--- src/rtl/subleq_mem_arbiter.sv ---
// Round-robin arbiter sharing the single sync-read RAM between the SUBLEQ core and the UART monitor, with CPU halt handshake.
// Latency: gnt + mem_en one cycle after the request is seen idle, rvalid one cycle later; backpressure: req is held until gnt, one access per 3 cycles.
module subleq_mem_arbiter #(
    parameter int AW = 12,
    parameter int DW = 16
) (
    input  logic          clk,
    input  logic          rst,
    input  logic          cpu_req,
    input  logic          cpu_we,
    input  logic [AW-1:0] cpu_addr,
    input  logic [DW-1:0] cpu_wdata,
    output logic          cpu_gnt,
    output logic          cpu_rvalid,
    output logic [DW-1:0] cpu_rdata,
    input  logic          mon_req,
    input  logic          mon_we,
    input  logic [AW-1:0] mon_addr,
    input  logic [DW-1:0] mon_wdata,
    output logic          mon_gnt,
    output logic          mon_rvalid,
    output logic [DW-1:0] mon_rdata,
    input  logic          halt_req,
    output logic          halt_ack,
    output logic          mem_en,
    output logic          mem_we,
    output logic [AW-1:0] mem_addr,
    output logic [DW-1:0] mem_wdata,
    input  logic [DW-1:0] mem_rdata
);

    typedef enum logic [1:0] {IDLE, ACC, RESP} state_t;

    state_t        state, state_nxt;
    logic          owner_cpu, owner_nxt;
    logic          last_cpu, last_nxt;
    logic          op_we;
    logic          grant, pick_cpu, ack_nxt;
    logic          cpu_req_eff;
    logic          sel_we;
    logic [AW-1:0] sel_addr;
    logic [DW-1:0] sel_wdata;

    // A halted CPU simply stops competing; the monitor keeps being served.
    assign cpu_req_eff = cpu_req & ~halt_req;

    assign sel_we    = pick_cpu ? cpu_we    : mon_we;
    assign sel_addr  = pick_cpu ? cpu_addr  : mon_addr;
    assign sel_wdata = pick_cpu ? cpu_wdata : mon_wdata;

    always_comb begin
        state_nxt = state;
        owner_nxt = owner_cpu;
        last_nxt  = last_cpu;
        grant     = 1'b0;
        pick_cpu  = 1'b0;
        unique case (state)
            IDLE: begin
                if (cpu_req_eff || mon_req) begin
                    grant     = 1'b1;
                    pick_cpu  = cpu_req_eff & (~mon_req | ~last_cpu);
                    owner_nxt = pick_cpu;
                    last_nxt  = pick_cpu;
                    state_nxt = ACC;
                end
            end
            ACC:     state_nxt = RESP;
            RESP:    state_nxt = IDLE;
            default: state_nxt = IDLE;
        endcase
        // Ack only once no CPU access will be in ACC or RESP next cycle.
        ack_nxt = halt_req & ~(((state_nxt == ACC) || (state_nxt == RESP)) & owner_nxt);
    end

    always_ff @(posedge clk or posedge rst) begin
        if (rst) begin
            state     <= IDLE;
            owner_cpu <= 1'b0;
            last_cpu  <= 1'b0;
            op_we     <= 1'b0;
            halt_ack  <= 1'b0;
            mem_en    <= 1'b0;
            mem_we    <= 1'b0;
            mem_addr  <= '0;
            mem_wdata <= '0;
        end else begin
            state     <= state_nxt;
            owner_cpu <= owner_nxt;
            last_cpu  <= last_nxt;
            halt_ack  <= ack_nxt;
            mem_en    <= grant;
            mem_we    <= grant & sel_we;
            if (grant) begin
                op_we     <= sel_we;
                mem_addr  <= sel_addr;
                mem_wdata <= sel_wdata;
            end
        end
    end

    assign cpu_gnt    = (state == ACC) & owner_cpu;
    assign mon_gnt    = (state == ACC) & ~owner_cpu;
    assign cpu_rvalid = (state == RESP) & owner_cpu & ~op_we;
    assign mon_rvalid = (state == RESP) & ~owner_cpu & ~op_we;
    assign cpu_rdata  = mem_rdata;
    assign mon_rdata  = mem_rdata;

endmodule
--- config.mk ---
export PLATFORM = sky130hd
export DESIGN_NAME = subleq_mem_arbiter
export DESIGN_NICKNAME = d
export VERILOG_FILES = /design/src/rtl/subleq_mem_arbiter.sv
export SDC_FILE = /design/constraint.sdc
export NUM_CORES = 1
export LEC_CHECK = 0
export ABC_CLOCK_PERIOD_IN_PS = 1150
export BUFFER_PORTS_ARGS = -buffer_cell sky130_fd_sc_hd__buf_2
export CAP_MARGIN = 20
export CORE_MARGIN = 4
export CORE_UTILIZATION = 37
export DETAILED_ROUTE_END_ITERATION = 8
export GPL_TIMING_DRIVEN = 0
export PLACE_DENSITY = 0.77
export SLEW_MARGIN = 20
export SYNTH_ARGS = -nofsm -noshare
export SYNTH_HDL_FRONTEND = slang
export SYNTH_SLANG_ARGS = --single-unit
--- constraint.sdc ---
create_clock -name clk -period 1.15 [get_ports clk]
set_input_delay 0.23 -clock clk [delete_from_list [all_inputs] [get_ports clk]]
set_output_delay 0.23 -clock clk [all_outputs]
set_load 0.05 [all_outputs]
Yosys cells after proc, flatten, opt, wreduce, memory -nomap -nowiden --
Cells that the tools add are included.
Cells by class: multiply operators 0, div/mod/pow operators 0, add/sub/neg operators 0, multiplexer cells 11, shifts and indexed selects 0, reductions and logical operators 4, bitwise logic cells 18, order comparisons 0, eq/ne operators 4
Operator list (count):
- 16-bit 2-to-1 mux | 1
- 12-bit 2-to-1 mux | 1
- 1-bit bitwise AND | 11
- 1-bit 2-to-1 mux | 7
- 1-bit NOT | 6
- 2-bit by 1-bit == test with 1-bit output, second input constant | 2
- 2-bit == test, second input constant | 2
- 2-bit case mux with 2 select lines | 1
- 2-bit zero test | 1
- 1-bit logical OR | 2
- 2-bit 2-to-1 mux | 1
- 2-bit AND reduction | 1
- 1-bit bitwise OR | 1
Storage, ports and cells: bits in writable memories 0, logic and storage cells 46, bits in read-only memories 0, memories 0, register bits 36, latch bits 0, input bits 79, output and inout bits 67

Depth between registers and ports, before layout --
word-level depth 10, depth in mapped cells 6, mapped depth without buffers 5

Least setup slack after synthesis --
No wires, ideal clock.
kind register -> output, start reg state[0], end out cpu_rvalid, buffers on the path 0, required time 920 ps, stages on the path, launching flop included 2, arrival time 2085 ps, slack -1165 ps, cell sequence dfrtp_1 > nor4b_1
Between the ends: word-level cells in the longest chain between the ends 3
Ends and longest elaborated chain:
- start: declaration | RTL line 34 | state_t state, state_nxt;
- start signal: assignment | RTL line 87 | state <= state_nxt;
- 2-bit == test | RTL line 103 | assign cpu_rvalid = (state == RESP) & owner_cpu & ~op_we;
- 1-bit bitwise AND (2 in a row) | RTL line 103
- end: declaration | RTL line 14 | output logic cpu_rvalid,
No other way between the ends.

Worst setup path after layout --
start reg state[0], end reg mem_wdata[3]
Between the ends: word-level cells in the longest chain between the ends 3, elaborated cells between the ends (all ways) 4, those cells by class 3 x mux; 1 x reduce/logical
Ends and longest elaborated chain:
- 2-bit zero test (*) | RTL line 57 | unique case (state)
- 1-bit 2-to-1 mux | RTL line 57
- 16-bit 2-to-1 mux | RTL line 49 | assign sel_wdata = pick_cpu ? cpu_wdata : mon_wdata;
- end signal: assignment | RTL line 96 | mem_wdata <= sel_wdata;
- end: declaration | RTL line 28 | output logic [DW-1:0] mem_wdata,
Every way passes the cells marked *; elsewhere a longest branch is shown, timed or not. A chain may end at the register's enable or synchronous reset.

==> results.toml <==
[floorplanning]
die_x_um = 81.97
die_h_um = 81.97
io_pins = 146
rows = 26
start_util_pct = 38.89
dieArea_um2 = 6719
core_area_um2 = 5205

[hold_path]
hold_path.class = "input port to asynchronous set/reset pin"

[detailed_routing]
wl_met2_um = 2869
drc = 0
wl_per_cell_um = 13.24
drt_iter0_drc = 44
ant_nets = 0
maxUsedRoutingLayer = "met4"
viasPerCell = 4.581
firstDrtPassIters = 4
wl_met3_um = 617
num_vias = 1988
wl_um = 5747
wl_met1_um = 2194

[sta]
hold_viol_final = 0
tns_ns = -9.834
skew_ns = 0.009116
max_freq_mhz = 672.8
worstMarginPinSlew_ns = 0.7410
setup_viol = 36
slew_viol_final = 0
relSlewSlack_pct = 50.53
min_period_over_period_pct = 129.2
fin_ws_ns = -0.3363
period_minus_slack_ns = 1.486
rsz0062_at_grt = "yes"

[worst_setup_path]
cp_top_family = "flip-flops"
start_kind = "flop"
path_common_cell = "a21oi_2"
worst_setup_path_end_kind = "flop"
path_max_fanout = 5
slowest_delay_ns = 0.47
cp_data_required_time_ns = 1.36
crit_buf_inv = 3
worstPathArrival_ns = 1.70
criticalPathCategory = "flop to flop"
crit_path_cell_trace = "a211oi_2, and2_1, buf_6, buf_4, buf_16, a21oi_2, a21oi_2"
critical_path.slowest_cell = "dfrtp_2"

[placement]
place.gp.congestion = 0.6584
hpwlAfterDp_um = 4162
numPortBuffers = 129
place_ws_ns = -0.3030

[power]
p_total_uw = 9181
p_per_area_nw_per_um2 = 2800
p_leak_uw = 0.001660
ir_drop_v = 0.001320

[outcome]
violations = "setup timing"
status = "complete, but fails checks"

[layout]
drive_above_1_share_pct = 71.70
final_cell_mix = "buf_2, a21oi_2, buf_4, dfrtp_1, nor2_1"
final_common_cell = "buf_2"
layout.nets = 444
area.growth.synth_to_final_pct = 61.99
diodes = 0

[clocking]
cts_tree = "built"
clk_latency_ns = 0.28
htreeDepth = 2
cts_made_buffers = 5
cts_buffer_depth = 2
path_clk_slew_ns = 0.07
cts_hold_buffers = 0
cts-root-buf = "clkbuf_8"
cts_num_sinks = 36

[global_routing]
grt_pass1_wl_um = 8411
grt_start_max_net_pins = 37
grt_pass1_vias = 1895
grt_overflow = 0
grt.total_usage_pct = 16.46
antenna_found_initial = 0

[synthesis]
ys_warn_count = 0
synth_area_leader_cell = "dfrtp_1"
ys_types = 21
synth_top_area_share_pct = 44.50
avgSynthCellArea_um2 = 9.416
synth_area_um2 = 2024
ys_top_cells_by_area = "dfrtp_1, a21oi_2, buf_4"
syn_inst = 215
yosysSeqAreaShare_pct = 44.50
ys_seq_elements = 36
synth_nets = 294

[run]
maxCapViolCount = 0
## cell usage after synthesis
| library cell | instances |
|---|---|
| a211oi_2 | 1 |
| a21oi_1 | 17 |
| a21oi_2 | 40 |
| and2_1 | 3 |
| buf_1 | 1 |
| buf_12 | 2 |
| buf_2 | 2 |
| buf_4 | 33 |
| buf_6 | 3 |
| clkbuf_1 | 3 |
| dfrtp_1 | 36 |
| inv_1 | 3 |
| inv_2 | 1 |
| mux2i_1 | 1 |
| nand2_1 | 31 |
| nor2_1 | 31 |
| nor2b_1 | 2 |
| nor2b_2 | 1 |
| nor4b_1 | 2 |
| o21ai_1 | 1 |
| o21ai_2 | 1 |
## metal layers
layer | track usage [%] | vias to the layer above
met5 | 0 | -
met4 | 4.983 | 0
met3 | 5.154 | 5
met2 | 28.84 | 99
met1 | 19.10 | 911
li1 | - | 973
## logic make-up after synthesis
group           count (synthesis)  synth area share, %
simple gates                   70                14.34
compound gates                 60                22.81
buf+inv                        48                17.86
flops                          36                44.50
mux                             1               0.4945
## metrics by stage
step	hold slack, ns	instances	util (%)	instance area, um^2
global placement	0.4762	414	54.30	2826
floorplan	0.3634	215	-	2093
finish	0.07194	434	63.00	3279
global route	0.1382	434	63.00	3279
CTS	0.1083	430	60.14	3131
detailed placement	0.4156	414	54.30	2826
## timing repair
| action | in CTS | in global routing |
|---|---|---|
| endpoints found under the setup margin | 37 | 63 |
| resized for setup | 32 | 47 |
| pin swaps | 2 | 2 |
| endpoints found under the hold margin | 0 | 0 |
| buffers inserted | 7 | 3 |
| cloned | 3 | 1 |
## flip-flops by register name, indices dropped and copies added (netlist names)
name,count
mem_wdata,16
mem_en,1
halt_ack,1
mem_we,1
owner_cpu,1
last_cpu,1
state,2
mem_addr,12
op_we,1
## worst paths after layout
path / to / slack, ns / from / cells past startpoint
min: mem_wdata[11] / 0.07 / rst / 2
min in group clk: mem_wdata[10] / 0.19 / mon_wdata[10] / 3
max reg2reg: mem_wdata[3] / -0.34 / state[0] / 7
max in group asynchronous: op_we / 0.56 / rst / 2
min reg2reg: mem_wdata[10] / 0.52 / mem_wdata[10] / 2
max: mem_wdata[3] / -0.34 / state[0] / 7
## area by class of cell
type | count | area (um^2)
flip-flops and latches | 36 | 904.6
inverters | 4 | 17.52
fillers | 466 | 1926
multi-input cells | 131 | 882.1
plain buffers | 44 | 390.4
clock buffers | 6 | 72.57
well taps | 70 | 87.58
repair buffers | 143 | 924.6
## report_power, final
part           internal, uW  total [uW]  switching (uW)
registers              1880        2280             398
logic                  2180        6080            3910
clock network           404         822             418
total                  4460        9180            4720
Note: power is estimated with default switching activity, not from simulation.
